===== src/rtl/rv32i_instruction_decoder.sv =====
// RV32I decode stage: combinational field/control decode plus a sticky
// illegal-instruction flag that latches until reset.
module rv32i_instruction_decoder (
    input  logic        clk,
    input  logic        reset,
    input  logic [31:0] IR,
    output logic [4:0]  alu_instruction,
    output logic [31:0] immediate_value,
    output logic [2:0]  instruction_format_type,
    output logic [1:0]  write_back_type,
    output logic [1:0]  read_status,
    output logic [1:0]  write_status,
    output logic        load_signed,
    output logic [4:0]  destination_register_number,
    output logic        pc_for_input_a,
    output logic        change_branch_instruction,
    output logic        illegal_instruction
);
    localparam logic [4:0] ALU_ADD = 5'd0,  ALU_SUB = 5'd1,  ALU_SLL = 5'd2,  ALU_SLT = 5'd3;
    localparam logic [4:0] ALU_SLTU = 5'd4, ALU_XOR = 5'd5,  ALU_SRL = 5'd6,  ALU_SRA = 5'd7;
    localparam logic [4:0] ALU_OR = 5'd8,   ALU_AND = 5'd9,  ALU_BEQ = 5'd10, ALU_BNE = 5'd11;
    localparam logic [4:0] ALU_BLT = 5'd12, ALU_BGE = 5'd13, ALU_BLTU = 5'd14, ALU_BGEU = 5'd15;
    localparam logic [4:0] ALU_PASSB = 5'd16;

    localparam logic [2:0] FT_R = 3'd0, FT_I = 3'd1, FT_S = 3'd2, FT_B = 3'd3, FT_U = 3'd4, FT_J = 3'd5;
    localparam logic [1:0] WB_ALU = 2'b00, WB_LOAD = 2'b01, WB_JAL = 2'b10, WB_NONE = 2'b11;

    localparam logic [6:0] OP_OP = 7'b0110011, OP_IMM = 7'b0010011, OP_LOAD = 7'b0000011;
    localparam logic [6:0] OP_STORE = 7'b0100011, OP_BRANCH = 7'b1100011, OP_JAL = 7'b1101111;
    localparam logic [6:0] OP_JALR = 7'b1100111, OP_LUI = 7'b0110111, OP_AUIPC = 7'b0010111;
    localparam logic [6:0] OP_FENCE = 7'b0001111, OP_SYSTEM = 7'b1110011;

    logic [6:0]  opcode;
    logic [2:0]  funct3;
    logic        alt;
    logic [31:0] i_imm, s_imm, b_imm, j_imm, u_imm, sh_imm;
    logic [4:0]  arith_op;
    logic        is_illegal;

    assign opcode = IR[6:0];
    assign funct3 = IR[14:12];
    assign alt    = IR[30];

    assign i_imm  = {{20{IR[31]}}, IR[31:20]};
    assign s_imm  = {{20{IR[31]}}, IR[31:25], IR[11:7]};
    assign b_imm  = {{19{IR[31]}}, IR[31], IR[7], IR[30:25], IR[11:8], 1'b0};
    assign j_imm  = {{11{IR[31]}}, IR[31], IR[19:12], IR[20], IR[30:21], 1'b0};
    assign u_imm  = {IR[31:12], 12'b0};
    assign sh_imm = {27'b0, IR[24:20]};

    // Shared OP/OP-IMM funct3 mapping; the caller decides whether SUB is allowed.
    always_comb begin
        arith_op = ALU_ADD;
        case (funct3)
            3'b000: arith_op = ALU_ADD;
            3'b001: arith_op = ALU_SLL;
            3'b010: arith_op = ALU_SLT;
            3'b011: arith_op = ALU_SLTU;
            3'b100: arith_op = ALU_XOR;
            3'b101: arith_op = alt ? ALU_SRA : ALU_SRL;
            3'b110: arith_op = ALU_OR;
            default: arith_op = ALU_AND;
        endcase
    end

    // Every path starts from the NOP decode; illegal/FENCE/SYSTEM simply keep it.
    always_comb begin
        alu_instruction           = ALU_ADD;
        immediate_value           = 32'd0;
        instruction_format_type   = FT_I;
        write_back_type           = WB_NONE;
        read_status               = 2'b00;
        write_status              = 2'b00;
        load_signed               = 1'b0;
        pc_for_input_a            = 1'b0;
        change_branch_instruction = 1'b0;
        is_illegal                = 1'b0;
        case (opcode)
            OP_OP: begin
                instruction_format_type = FT_R;
                write_back_type         = WB_ALU;
                alu_instruction         = (funct3 == 3'b000 && alt) ? ALU_SUB : arith_op;
            end
            OP_IMM: begin
                write_back_type = WB_ALU;
                alu_instruction = arith_op;
                immediate_value = (funct3 == 3'b001 || funct3 == 3'b101) ? sh_imm : i_imm;
            end
            OP_LOAD: begin
                case (funct3)
                    3'b000: begin read_status = 2'b01; load_signed = 1'b1; end
                    3'b001: begin read_status = 2'b10; load_signed = 1'b1; end
                    3'b010: read_status = 2'b11;
                    3'b100: read_status = 2'b01;
                    3'b101: read_status = 2'b10;
                    default: is_illegal = 1'b1;
                endcase
                if (!is_illegal) begin
                    write_back_type = WB_LOAD;
                    immediate_value = i_imm;
                end
            end
            OP_STORE: begin
                case (funct3)
                    3'b000: write_status = 2'b01;
                    3'b001: write_status = 2'b10;
                    3'b010: write_status = 2'b11;
                    default: is_illegal = 1'b1;
                endcase
                if (!is_illegal) begin
                    instruction_format_type = FT_S;
                    immediate_value         = s_imm;
                end
            end
            OP_BRANCH: begin
                case (funct3)
                    3'b000: alu_instruction = ALU_BEQ;
                    3'b001: alu_instruction = ALU_BNE;
                    3'b100: alu_instruction = ALU_BLT;
                    3'b101: alu_instruction = ALU_BGE;
                    3'b110: alu_instruction = ALU_BLTU;
                    3'b111: alu_instruction = ALU_BGEU;
                    default: is_illegal = 1'b1;
                endcase
                if (!is_illegal) begin
                    instruction_format_type   = FT_B;
                    immediate_value           = b_imm;
                    change_branch_instruction = 1'b1;
                end
            end
            OP_JAL: begin
                instruction_format_type   = FT_J;
                write_back_type           = WB_JAL;
                immediate_value           = j_imm;
                pc_for_input_a            = 1'b1;
                change_branch_instruction = 1'b1;
            end
            OP_JALR: begin
                write_back_type           = WB_JAL;
                immediate_value           = i_imm;
                change_branch_instruction = 1'b1;
            end
            OP_LUI: begin
                instruction_format_type = FT_U;
                write_back_type         = WB_ALU;
                alu_instruction         = ALU_PASSB;
                immediate_value         = u_imm;
            end
            OP_AUIPC: begin
                instruction_format_type = FT_U;
                write_back_type         = WB_ALU;
                immediate_value         = u_imm;
                pc_for_input_a          = 1'b1;
            end
            OP_FENCE, OP_SYSTEM: ;
            default: is_illegal = 1'b1;
        endcase
    end

    assign destination_register_number = (write_back_type == WB_NONE) ? 5'd0 : IR[11:7];

    always_ff @(posedge clk or negedge reset) begin
        if (!reset)
            illegal_instruction <= 1'b0;
        else if (is_illegal)
            illegal_instruction <= 1'b1;
    end
endmodule


===== config.mk =====
export PLATFORM = sky130hd
export DESIGN_NAME = rv32i_instruction_decoder
export DESIGN_NICKNAME = d
export VERILOG_FILES = /design/src/rtl/rv32i_instruction_decoder.sv
export SDC_FILE = /design/constraint.sdc
export NUM_CORES = 1
export LEC_CHECK = 0
export CORE_MARGIN = 4
export CORE_UTILIZATION = 37
export DETAILED_ROUTE_END_ITERATION = 16
export GPL_ROUTABILITY_DRIVEN = 0
export PLACE_DENSITY = 0.87
export SLEW_MARGIN = 25
export SYNTH_ARGS = -nofsm -noshare
export SYNTH_HDL_FRONTEND = slang
export SYNTH_SLANG_ARGS = --single-unit
export TNS_END_PERCENT = 5

===== constraint.sdc =====
create_clock -name clk -period 4.5 [get_ports clk]
set_input_delay 0.9 -clock clk [delete_from_list [all_inputs] [get_ports clk]]
set_output_delay 0.9 -clock clk [all_outputs]
set_load 0.01 [all_outputs]

==> out/metrics.csv, run 1 <==
stage,metric,value,unit
outcome,outcome,completed,
worst_setup_path,Critical Path End Type,output port,
final_layout,"Most flops, register",illegal_instruction,
timing,relative slew slack,0.4950,
power_and_ir_drop,Peak VDD IR,0.02976,mV
final_layout,share of cells above drive strength 1,0.1462,
yosys,Synth Instances,171,
timing,Slew @ Worst Pin,0.7574,ns
yosys,synthesized-area fraction occupied by adder cells,0,
drt,DR vias/cell,5.635,
drt,DR WL met3,424,µm
drt,top layer in use,met4,
worst_setup_path,Setup Crit Path Kind,input port to output port,
drt,routed vias,1713,
timing,Fmax,233.2,MHz
global_route,largest net degree at the start of global routing,21,
final_layout,fin area,0.002137,mm²
worst_setup_path,WP data arrival,3.39,ns
yosys,Synth Area per Inst,6.812,µm²
clock_network,clock slew at reported path FFs,0,ns
drt,final WL,4701,µm
placement,DP Cell Count,304,
yosys,"Cell Area, Synth",0.001165,mm²
power_and_ir_drop,switching pwr,0.00005924,W
placement,Placement Cell Area,0.002137,mm²
clock_network,CTS resizes,0,
final_layout,top flop regs,illegal_instruction x1,
timing,Period minus WS final,4.288,ns
floorplan,die width,64.11,µm
yosys,Synth Area in Compound Gates,0.5435,
yosys,XOR/XNOR Fraction of Synth Area,0,
yosys,mux share of post-synthesis cell area,0,
global_route,Tot GR Track Use,0.2276,
yosys,YS warnings,0,
placement,# port buffers,88,
drt,ANT nets after route,0,
yosys,Commonest cells post-synth,"nor2b_1, a21oi_1, nand2_1, o21ai_0, o21ai_2",
power_and_ir_drop,Clk pwr share,0,
yosys,post-synthesis sequential area ratio,0.02148,
floorplan,row count,20,
clock_network,Post-CTS Hold Buffers,0,
floorplan,Core Box Area,0.003028,mm²
final_layout,Syn-to-layout area delta,83.46,%
power_and_ir_drop,Combinational Power Share,0.930,
floorplan,starting density of the core,0.3847,
timing,RSZ-0062 raised after global routing,false,
timing,Total Neg Setup Slack,0,ns
clock_network,"Clk Latency, worst-skew pair",0,ns
yosys,combinational family with the most area after synthesis,compound AO/OA/AOI/OAI gates,
timing,final count of pins violating max slew,0,
power_and_ir_drop,switching share of power,0.4499,
power_and_ir_drop,PD cells,61.61,mW/mm²
yosys,top-count cell post-synth,nor2b_1,
global_route,vias in the first global route,1593,
yosys,Post-Syn Nets,205,
global_route,initial antenna violation count,0,
power_and_ir_drop,reported leakage power,0.7721,nW
yosys,"EDFF count, synth",0,
global_route,global-route wire length before repair,7831,µm
final_layout,# nets final,296,
drt,DRC viols,0,
yosys,ranking of synthesized cells by area,"nor2b_1, o21ai_2, a21oi_1",
final_layout,Post-Layout Cell Count,304,
placement,DPL Wire Length,3835,µm
floorplan,I/O pins,89,
timing,final setup vio count,0,
clock_network,Post-CTS Setup Bufs,0,
drt,DR iter-0 viols,126,
worst_hold_path,worst hold path class,flop to flop,
yosys,asr flop ratio synth,1.000,
worst_setup_path,CP Launch Type,input port,
timing,Final Hold Viols,0,
floorplan,DIE HEIGHT,64.11,µm
power_and_ir_drop,register share of total power,0.070,
floorplan,die area,0.004110,mm²
worst_setup_path,CP required,3.60,ns
yosys,simple-gate portion of the synthesized area,0.3534,
run,Max Cap Viol,0,
drt,drt pass-1 iters,5,
timing,Tcrit/Tclk final,0.9528,
drt,wl on met1,1949,µm
final_layout,antenna cells,0,
worst_setup_path,Worst Path Max Fanout,12,
yosys,Synth area leader,nor2b_1,
final_layout,Largest register FFs,1,
yosys,top_reg_cell synth,dfrtp_1,
drt,routed length per instance,15.46,µm
yosys,register bit total from synthesis,1,
yosys,post-synth cell types,52,
global_route,total gr overflow,0,
yosys,area share of the largest cell type after synthesis,0.09130,
drt,met2 wire len,2271,µm
power_and_ir_drop,Internal,0.00007242,W
timing,clk_skew,0,ns
## cell type report
type | instances | area [µm²]
multi-input combinational | 152 | 1045
timing repair buffer | 104 | 1001
fill | 258 | 890.9
tap | 44 | 55.05
sequential | 1 | 25.02
inverter | 3 | 11.26
## path summary, 6_finish.rpt
check | start | to | slack [ns] | cells after the start
hold reg to reg | illegal_instruction | illegal_instruction | 0.52 | 2
setup reg to reg | illegal_instruction | illegal_instruction | 3.50 | 2
hold / removal | illegal_instruction | illegal_instruction | 0.52 | 2
max in group asynchronous | reset | illegal_instruction | 3.35 | 1
setup / recovery | IR[2] | immediate_value[24] | 0.21 | 6
min in group asynchronous | reset | illegal_instruction | 1.05 | 1
## cell families (layout without fill, tap and decap cells)
kind of cell / Yosys count / count (layout)
compound gates: 81 / 81
simple gates: 71 / 71
buf+inv: 18 / 107
flops: 1 / 1
## layer usage
layer  up-vias  track usage
li1        837            -
met1       771       0.3207
met2        97       0.3819
met3         8      0.02460
met4         0      0.02639
met5         -            0
## power groups by stage
| stage | Combinational [W] | Clock, W | Sequential, W |
|---|---|---|---|
| floorplan | 0.0000557 | 0 | 0.00000916 |
| CTS | 0.000122 | 0 | 0.00000916 |
| global placement | 0.000120 | 0 | 0.00000916 |
| detailed placement | 0.000121 | 0 | 0.00000916 |
| global route | 0.000133 | 0 | 0.00000916 |
| finish | 0.000123 | 0 | 0.00000916 |
## critical path: stages
cell	delay, ns
clkdlybuf4s50_1	0.54
nand4bb_1	0.36
a2111oi_4	0.42
a22oi_2	0.34
o21ai_0	0.25
clkdlybuf4s50_1	0.58
## metrics by stage
stage	hold WS [ns]	setup slack (ns)	util	total power [W]
final	0.5154	0.2124	0.7058	0.0001317
after detailed placement	0.5258	0.2268	0.7058	0.0001305
after floorplan	0.5633	1.450	-	0.00006484
after global placement	0.5278	0.3002	0.7058	0.0001290
after CTS	0.5258	0.2271	0.7058	0.0001307
after global routing	0.5677	0.02693	0.7058	0.0001418
## cell usage in the layout (no fill, tap or decap), types with 2 or more instances in the layout
cell	n
nand3_1	2
nor2_1	9
o21ai_1	2
a211oi_1	4
nor2b_1	17
a2111oi_4	2
clkdlybuf4s50_1	88
buf_4	16
a21o_1	9
o21ai_2	10
inv_1	3
and2_1	2
nor3_1	8
a21oi_1	16
o32a_1	2
o21ai_0	13
a22o_1	5
nand2_1	13
nand2b_1	4
or2_2	2
nor3b_1	2
nand4b_1	2
a2111oi_0	2
No activity file was read; power rests on OpenSTA's default activity.
==> inputs of run 2 (changes only) <==
--- a/config.mk
+++ b/config.mk
@@ -14,4 +14,3 @@
 export SYNTH_ARGS = -nofsm -noshare
 export SYNTH_HDL_FRONTEND = slang
 export SYNTH_SLANG_ARGS = --single-unit
-export TNS_END_PERCENT = 5
==> results of run 2 <==
Final layout, timing and power as in run 1 (identical DEF).
==> inputs of run 3 (changes only) <==
--- a/config.mk
+++ b/config.mk
@@ -10,7 +10,8 @@
 export DETAILED_ROUTE_END_ITERATION = 16
 export GPL_ROUTABILITY_DRIVEN = 0
 export PLACE_DENSITY = 0.87
-export SLEW_MARGIN = 25
+export SKIP_LAST_GASP = 1
+export SLEW_MARGIN = 15
 export SYNTH_ARGS = -nofsm -noshare
 export SYNTH_HDL_FRONTEND = slang
 export SYNTH_SLANG_ARGS = --single-unit
==> results of run 3 <==
Final layout, timing and power as in run 1 (identical DEF).
